### src/rtl/row_ptr_scheduler_pkg.sv
// Shared types and helpers for the row-pointer scheduler and its metadata FIFO.
package row_sched_pkg;

    typedef enum logic [1:0] {
        IDLE,
        ISSUE,
        DRAIN,
        WAIT_DEC
    } sched_state_t;

    localparam int unsigned META_PAR = 4;
    localparam int unsigned MASK_W   = 64;

    typedef struct packed {
        logic [META_PAR-1:0] mask;
        logic                last;
    } meta_t;

    // Contiguous lane mask from lane 0; callers narrow the result to their lane count.
    function automatic logic [MASK_W-1:0] len_to_mask(input int unsigned len);
        logic [MASK_W-1:0] m;
        m = '0;
        for (int unsigned i = 0; i < MASK_W; i++) begin
            if (i < len) m[i] = 1'b1;
        end
        return m;
    endfunction

endpackage

### src/rtl/row_ptr_scheduler_meta_fifo.sv
// Small synchronous FIFO holding per-request beat metadata (lane mask + last flag).
module row_ptr_meta_fifo #(
    parameter int unsigned WIDTH = 5,
    parameter int unsigned DEPTH = 8
) (
    input  logic             clk,
    input  logic             rst_n,
    input  logic             push,
    input  logic [WIDTH-1:0] push_data,
    input  logic             pop,
    output logic [WIDTH-1:0] head,
    output logic             full,
    output logic             empty
);
    localparam int unsigned AW = (DEPTH > 1) ? $clog2(DEPTH) : 1;
    localparam int unsigned CW = $clog2(DEPTH + 1);
    localparam logic [AW-1:0] LAST_IDX = AW'(DEPTH - 1);
    localparam logic [CW-1:0] DEPTH_C  = CW'(DEPTH);

    logic [WIDTH-1:0] mem_q [DEPTH];
    logic [AW-1:0]    rd_ptr_q, rd_ptr_d, wr_ptr_q, wr_ptr_d;
    logic [CW-1:0]    cnt_q, cnt_d;
    logic             do_push, do_pop;

    always_comb begin
        empty   = (cnt_q == '0);
        full    = (cnt_q == DEPTH_C);
        head    = mem_q[rd_ptr_q];
        do_pop  = pop && !empty;
        // A pop in the same cycle frees the slot the push is about to use.
        do_push = push && (!full || do_pop);
        rd_ptr_d = rd_ptr_q;
        wr_ptr_d = wr_ptr_q;
        if (do_pop)  rd_ptr_d = (rd_ptr_q == LAST_IDX) ? '0 : rd_ptr_q + 1'b1;
        if (do_push) wr_ptr_d = (wr_ptr_q == LAST_IDX) ? '0 : wr_ptr_q + 1'b1;
        cnt_d = cnt_q + CW'(do_push) - CW'(do_pop);
    end

    always_ff @(posedge clk or negedge rst_n) begin
        if (!rst_n) begin
            rd_ptr_q <= '0;
            wr_ptr_q <= '0;
            cnt_q    <= '0;
        end else begin
            rd_ptr_q <= rd_ptr_d;
            wr_ptr_q <= wr_ptr_d;
            cnt_q    <= cnt_d;
        end
    end

    always_ff @(posedge clk) begin
        if (do_push) mem_q[wr_ptr_q] <= push_data;
    end

endmodule

### src/rtl/row_ptr_scheduler.sv
// Issues chunked row-pointer reads under a credit limit and forwards responses
// to the row decoder as masked beats; reports job completion.
module row_ptr_scheduler
    import row_sched_pkg::*;
#(
    parameter int unsigned ADDR_WIDTH      = 32,
    parameter int unsigned ID_WIDTH        = 32,
    parameter int unsigned PAR             = 4,
    parameter int unsigned ELEM_BYTES      = 4,
    parameter int unsigned MAX_OUTSTANDING = 8
) (
    input  logic                      clk,
    input  logic                      rst_n,
    input  logic                      job_valid,
    output logic                      job_ready,
    input  logic [ADDR_WIDTH-1:0]     job_base,
    input  logic [ID_WIDTH-1:0]       job_rows,
    output logic                      rd_req_valid,
    input  logic                      rd_req_ready,
    output logic [ADDR_WIDTH-1:0]     rd_req_addr,
    output logic [$clog2(PAR):0]      rd_req_len,
    input  logic                      rd_rsp_valid,
    output logic                      rd_rsp_ready,
    input  logic [PAR*ID_WIDTH-1:0]   rd_rsp_data,
    output logic                      dec_valid,
    input  logic                      dec_ready,
    output logic [PAR*ID_WIDTH-1:0]   dec_data,
    output logic [PAR-1:0]            dec_mask,
    output logic                      dec_last,
    input  logic                      dec_job_last,
    output logic                      busy,
    output logic                      done
);
    localparam int unsigned LEN_W = $clog2(PAR) + 1;
    localparam int unsigned CNT_W = ID_WIDTH + 1;
    localparam int unsigned OUT_W = $clog2(MAX_OUTSTANDING) + 1;
    localparam logic [ADDR_WIDTH-1:0] STRIDE  = ADDR_WIDTH'(PAR * ELEM_BYTES);
    localparam logic [CNT_W-1:0]      PAR_CNT = CNT_W'(PAR);
    localparam logic [OUT_W-1:0]      OUT_MAX = OUT_W'(MAX_OUTSTANDING);

    typedef struct packed {
        logic [PAR-1:0] mask;
        logic           last;
    } dec_meta_t;

    sched_state_t          state_q, state_d;
    logic [ADDR_WIDTH-1:0] addr_q, addr_d;
    logic [CNT_W-1:0]      remaining_q, remaining_d;
    logic [OUT_W-1:0]      outstanding_q, outstanding_d;
    logic                  sticky_q, sticky_d;
    logic                  done_q, done_d;

    logic [LEN_W-1:0]      req_len;
    logic                  req_last, req_fire, dec_fire, job_fire;
    logic                  fifo_full, fifo_empty;
    dec_meta_t             push_meta, head_meta;

    row_ptr_meta_fifo #(
        .WIDTH (PAR + 1),
        .DEPTH (MAX_OUTSTANDING)
    ) u_meta_fifo (
        .clk       (clk),
        .rst_n     (rst_n),
        .push      (req_fire),
        .push_data (push_meta),
        .pop       (dec_fire),
        .head      (head_meta),
        .full      (fifo_full),
        .empty     (fifo_empty)
    );

    always_comb begin
        req_len        = (remaining_q >= PAR_CNT) ? LEN_W'(PAR) : remaining_q[LEN_W-1:0];
        req_last       = (remaining_q == CNT_W'(req_len));
        push_meta.mask = PAR'(len_to_mask(32'(req_len)));
        push_meta.last = req_last;

        job_ready    = (state_q == IDLE);
        busy         = (state_q != IDLE);
        done         = done_q;
        rd_req_valid = (state_q == ISSUE) && (outstanding_q < OUT_MAX) && !fifo_full;
        rd_req_addr  = addr_q;
        rd_req_len   = req_len;

        rd_rsp_ready = dec_ready && !fifo_empty;
        dec_valid    = rd_rsp_valid && !fifo_empty;
        dec_mask     = head_meta.mask;
        dec_last     = head_meta.last;
        for (int unsigned l = 0; l < PAR; l++) begin
            dec_data[l*ID_WIDTH +: ID_WIDTH] =
                head_meta.mask[l] ? rd_rsp_data[l*ID_WIDTH +: ID_WIDTH] : '0;
        end

        job_fire = job_valid && job_ready;
        req_fire = rd_req_valid && rd_req_ready;
        dec_fire = dec_valid && dec_ready;
    end

    always_comb begin
        state_d       = state_q;
        addr_d        = addr_q;
        remaining_d   = remaining_q;
        sticky_d      = sticky_q;
        done_d        = 1'b0;
        outstanding_d = outstanding_q + OUT_W'(req_fire) - OUT_W'(dec_fire);

        // An early decoder completion is remembered until the drain finishes.
        if (dec_job_last && (state_q == ISSUE || state_q == DRAIN)) sticky_d = 1'b1;

        case (state_q)
            IDLE: begin
                if (job_fire) begin
                    addr_d      = job_base;
                    remaining_d = CNT_W'(job_rows) + CNT_W'(1);
                    if (job_rows == '0) done_d  = 1'b1;
                    else                state_d = ISSUE;
                end
            end
            ISSUE: begin
                if (req_fire) begin
                    addr_d      = addr_q + STRIDE;
                    remaining_d = remaining_q - CNT_W'(req_len);
                    if (req_last) state_d = DRAIN;
                end
            end
            DRAIN: begin
                if (dec_fire && head_meta.last) state_d = WAIT_DEC;
            end
            WAIT_DEC: begin
                if (dec_job_last || sticky_q) begin
                    state_d  = IDLE;
                    done_d   = 1'b1;
                    sticky_d = 1'b0;
                end
            end
            default: state_d = IDLE;
        endcase
    end

    always_ff @(posedge clk or negedge rst_n) begin
        if (!rst_n) begin
            state_q       <= IDLE;
            addr_q        <= '0;
            remaining_q   <= '0;
            outstanding_q <= '0;
            sticky_q      <= 1'b0;
            done_q        <= 1'b0;
        end else begin
            state_q       <= state_d;
            addr_q        <= addr_d;
            remaining_q   <= remaining_d;
            outstanding_q <= outstanding_d;
            sticky_q      <= sticky_d;
            done_q        <= done_d;
        end
    end

endmodule

### config.mk
export PLATFORM = sky130hd
export DESIGN_NAME = row_ptr_scheduler
export DESIGN_NICKNAME = d
export VERILOG_FILES = /design/src/rtl/row_ptr_scheduler_pkg.sv /design/src/rtl/row_ptr_scheduler_meta_fifo.sv /design/src/rtl/row_ptr_scheduler.sv
export SDC_FILE = /design/constraint.sdc
export NUM_CORES = 1
export LEC_CHECK = 0
export ABC_AREA = 1
export BUFFER_PORTS_ARGS = -buffer_cell sky130_fd_sc_hd__buf_2
export CAP_MARGIN = 40
export CELL_PAD_IN_SITES_DETAIL_PLACEMENT = 1
export CELL_PAD_IN_SITES_GLOBAL_PLACEMENT = 2
export CORE_UTILIZATION = 28
export CTS_BUF_LIST = sky130_fd_sc_hd__clkbuf_8
export DETAILED_ROUTE_END_ITERATION = 7
export GPL_TIMING_DRIVEN = 1
export PLACE_DENSITY_LB_ADDON = 0.12
export SYNTH_ARGS = -nofsm -noshare
export SYNTH_HDL_FRONTEND = slang
export SYNTH_HIERARCHICAL = 1
export SYNTH_SLANG_ARGS = --single-unit
### constraint.sdc
create_clock -name clk -period 6.5 [get_ports clk]
set_input_delay 1.625 -clock clk [delete_from_list [all_inputs] [get_ports clk]]
set_output_delay 1.625 -clock clk [all_outputs]
set_load 0.1 [all_outputs]
==> metrics.txt <==
status=finished, final reports clean; most frequent cells in the layout=372 x buf_2, 339 x nand2_1, 265 x inv_1; DRT Pass-1 Iters=4; CP max FO=28; vias per cell=4.53; Syn Std Cell Area=9410 sq um; Syn-to-layout area delta=28.5%; hpwl dp=around 27 mm; DRT iter0 DRCs=between 300 and 400; final antenna-violating net count=0; DRC viols=0; Max Clock Freq=~0.21 GHz; Port Buf Inserts=372; Mean Syn Cell Area=6.78 sq um; cts repair resizes=0; # Max-Cap Violations=0; clk sinks=123; clock latency on the worst-skew pair=0.45 ns; via count=roughly 10000; synthesis-stage register bit count=123; setup TNS=0 ns; max-slew headroom at the worst pin=0.406; Die ar.=about 34000 sq um; Initial Util=0.287; HP Class=reg2reg; Slew @ Worst Pin=0.890 ns; RSZ-0062 raised after global routing=false; # nets final=approximately 2000; most common cell after layout, fill and taps aside=buf_2; sequential area share after synthesis=0.348; I/O pin total=373; CTS buffer count=17; CTS Root Cell=clkbuf_8; Netlist cell types=54; gr usage total=0.199; RR Endpoint=remaining_q[17]; leading area contributor after synthesis=dfrtp_1; Final Max Tran Viols=0; grt total ovfl=0; routed len/inst=15.5 um; crit end category=output pin; clk buf depth=2; initial antenna violation count=1; dpl ws=2.25 ns; top cells by area, synth=dfrtp_1 22%, nand2_1 14%, edfxtp_1 13%; Arrival @ worst endpoint=3.06 ns; Final Hold Viols=0; endpoints failing setup=0; core outline area=between 30000 and 40000 sq um; htree depth=4; syn nets=1610; hold-fix buffer count after cts=0; first-pass GRT wire length=53.4 mm; fillcell total=4323; final period utilization=0.721; site row count=66; Syn Inst Count=~1400; hold path startpoint=outstanding_q[0]; Routability Congestion=0.816; Worst R2R Start=state_q[1]; Die Y=185 um; CTS tree=yes; Die X=~190 um; fin crit period=around 4.7 ns; final worst slack=1.81 ns; Reg clk slew, reported paths=0.07 ns; FF-to-FF path depth=10; Yosys top cell area share=0.221; startpoint type of the worst setup path=flop; layout cells sized above 1=0.272; end of the worst hold path=outstanding_q[0]; largest net degree at the start of global routing=84; R2R Setup Slk=3.30 ns; post-layout util=0.369; critical path required time=~4.9 ns; hold depth=1; CP Class=reg2out; vias in the first global route=9964; skew final=0.0159 ns; YS warnings=6; final WL=between 30 and 40 mm; post-CTS setup buffers=0
## metal layers
layer	track usage	vias up	part of all wire
met3	0.0258	11	0.043
met5	0	-	0
li1	-	5066	-
met1	0.253	4646	0.46
met2	0.353	230	0.49
met4	0.0436	0	0.0061
## cell usage after synthesis, drive strengths merged
cell	instances
xor2	34
nand2	356
or2	4
conb	1
o21bai	4
and2	3
xnor2	15
nor4	15
a21oi	45
and3	1
a31oi	5
o211ai	8
fa	2
clkinv	1
nand3b	3
inv	269
nand4	24
a21o	2
nor3	35
o22ai	15
o21ai	103
buf	22
nor2	169
nand3	76
o31ai	1
clkbuf	26
dfrtp	83
edfxtp	40
a22oi	4
a31o	1
ha	21
## metrics by stage
step / instances / hold slack, ns / area [sq um]
after global routing: 2197 / 0.501 / 12100
after CTS: 2196 / 0.488 / 12100
after detailed placement: 2164 / 0.471 / 11700
after global placement: 2158 / 0.464 / 11600
final: 2197 / 0.487 / 12100
after floorplan: 1388 / 0.455 / 9410
## worst max-delay path by stage
stage	slack [ns]	cells after the start	endpoint	startpoint
floorplan	1.96	2	dec_valid	rd_rsp_valid
global placement	1.95	10	dec_data[11]	u_meta_fifo/rd_ptr_q[0]
detailed placement	2.25	11	dec_data[116]	u_meta_fifo/rd_ptr_q[0]
CTS	1.75	11	dec_data[116]	u_meta_fifo/rd_ptr_q[0]
global route	1.50	11	dec_data[17]	u_meta_fifo/rd_ptr_q[0]
finish	1.81	11	dec_data[119]	u_meta_fifo/rd_ptr_q[0]
## layout make-up
class                      count  area, sq um  area share
clock buffer                  22          303      0.0250
antenna                        1         2.50    0.000207
multi-input combinational    947         4880       0.403
sequential                   123         3280       0.271
inverter                     270         1020      0.0841
clock inverter                10         77.6     0.00641
tap                          442          553      0.0457
timing repair buffer         382         1990       0.165
## worst max-delay path, cell delays in order (launching register included)
cell and delay [ns]:
dfrtp_1 0.71, inv_2 0.39, nand2_1 0.09, nand2_1 0.07, nand2_1 0.05, o21ai_0 0.09
nand2_1 0.07, nand2_1 0.37, buf_8 0.23, nand2_1 0.06, inv_1 0.05, buf_2 0.42
## cells by family after synthesis
| group | Yosys count | synth area share |
|---|---|---|
| fa+ha+maj | 23 | 0.0322 |
| xor+xnor | 49 | 0.0456 |
| buf+inv | 318 | 0.135 |
| compound gates | 188 | 0.111 |
| other cells | 1 | 0.000398 |
| flops | 123 | 0.348 |
| simple gates | 686 | 0.328 |
## sequential cells by signal, indices dropped and copies added (netlist names)
signal and flops:
rd_req_addr 32, u_meta_fifo/rd_ptr_q 3, state_q 2, u_meta_fifo/wr_ptr_q 3, sticky_q 1, remaining_q 33
done 1, outstanding_q 4, u_meta_fifo/mem_q 40, u_meta_fifo/cnt_q 4
Power is not shown: default switching activity piles up to over one toggle a cycle in this logic, so the estimate is an artifact.
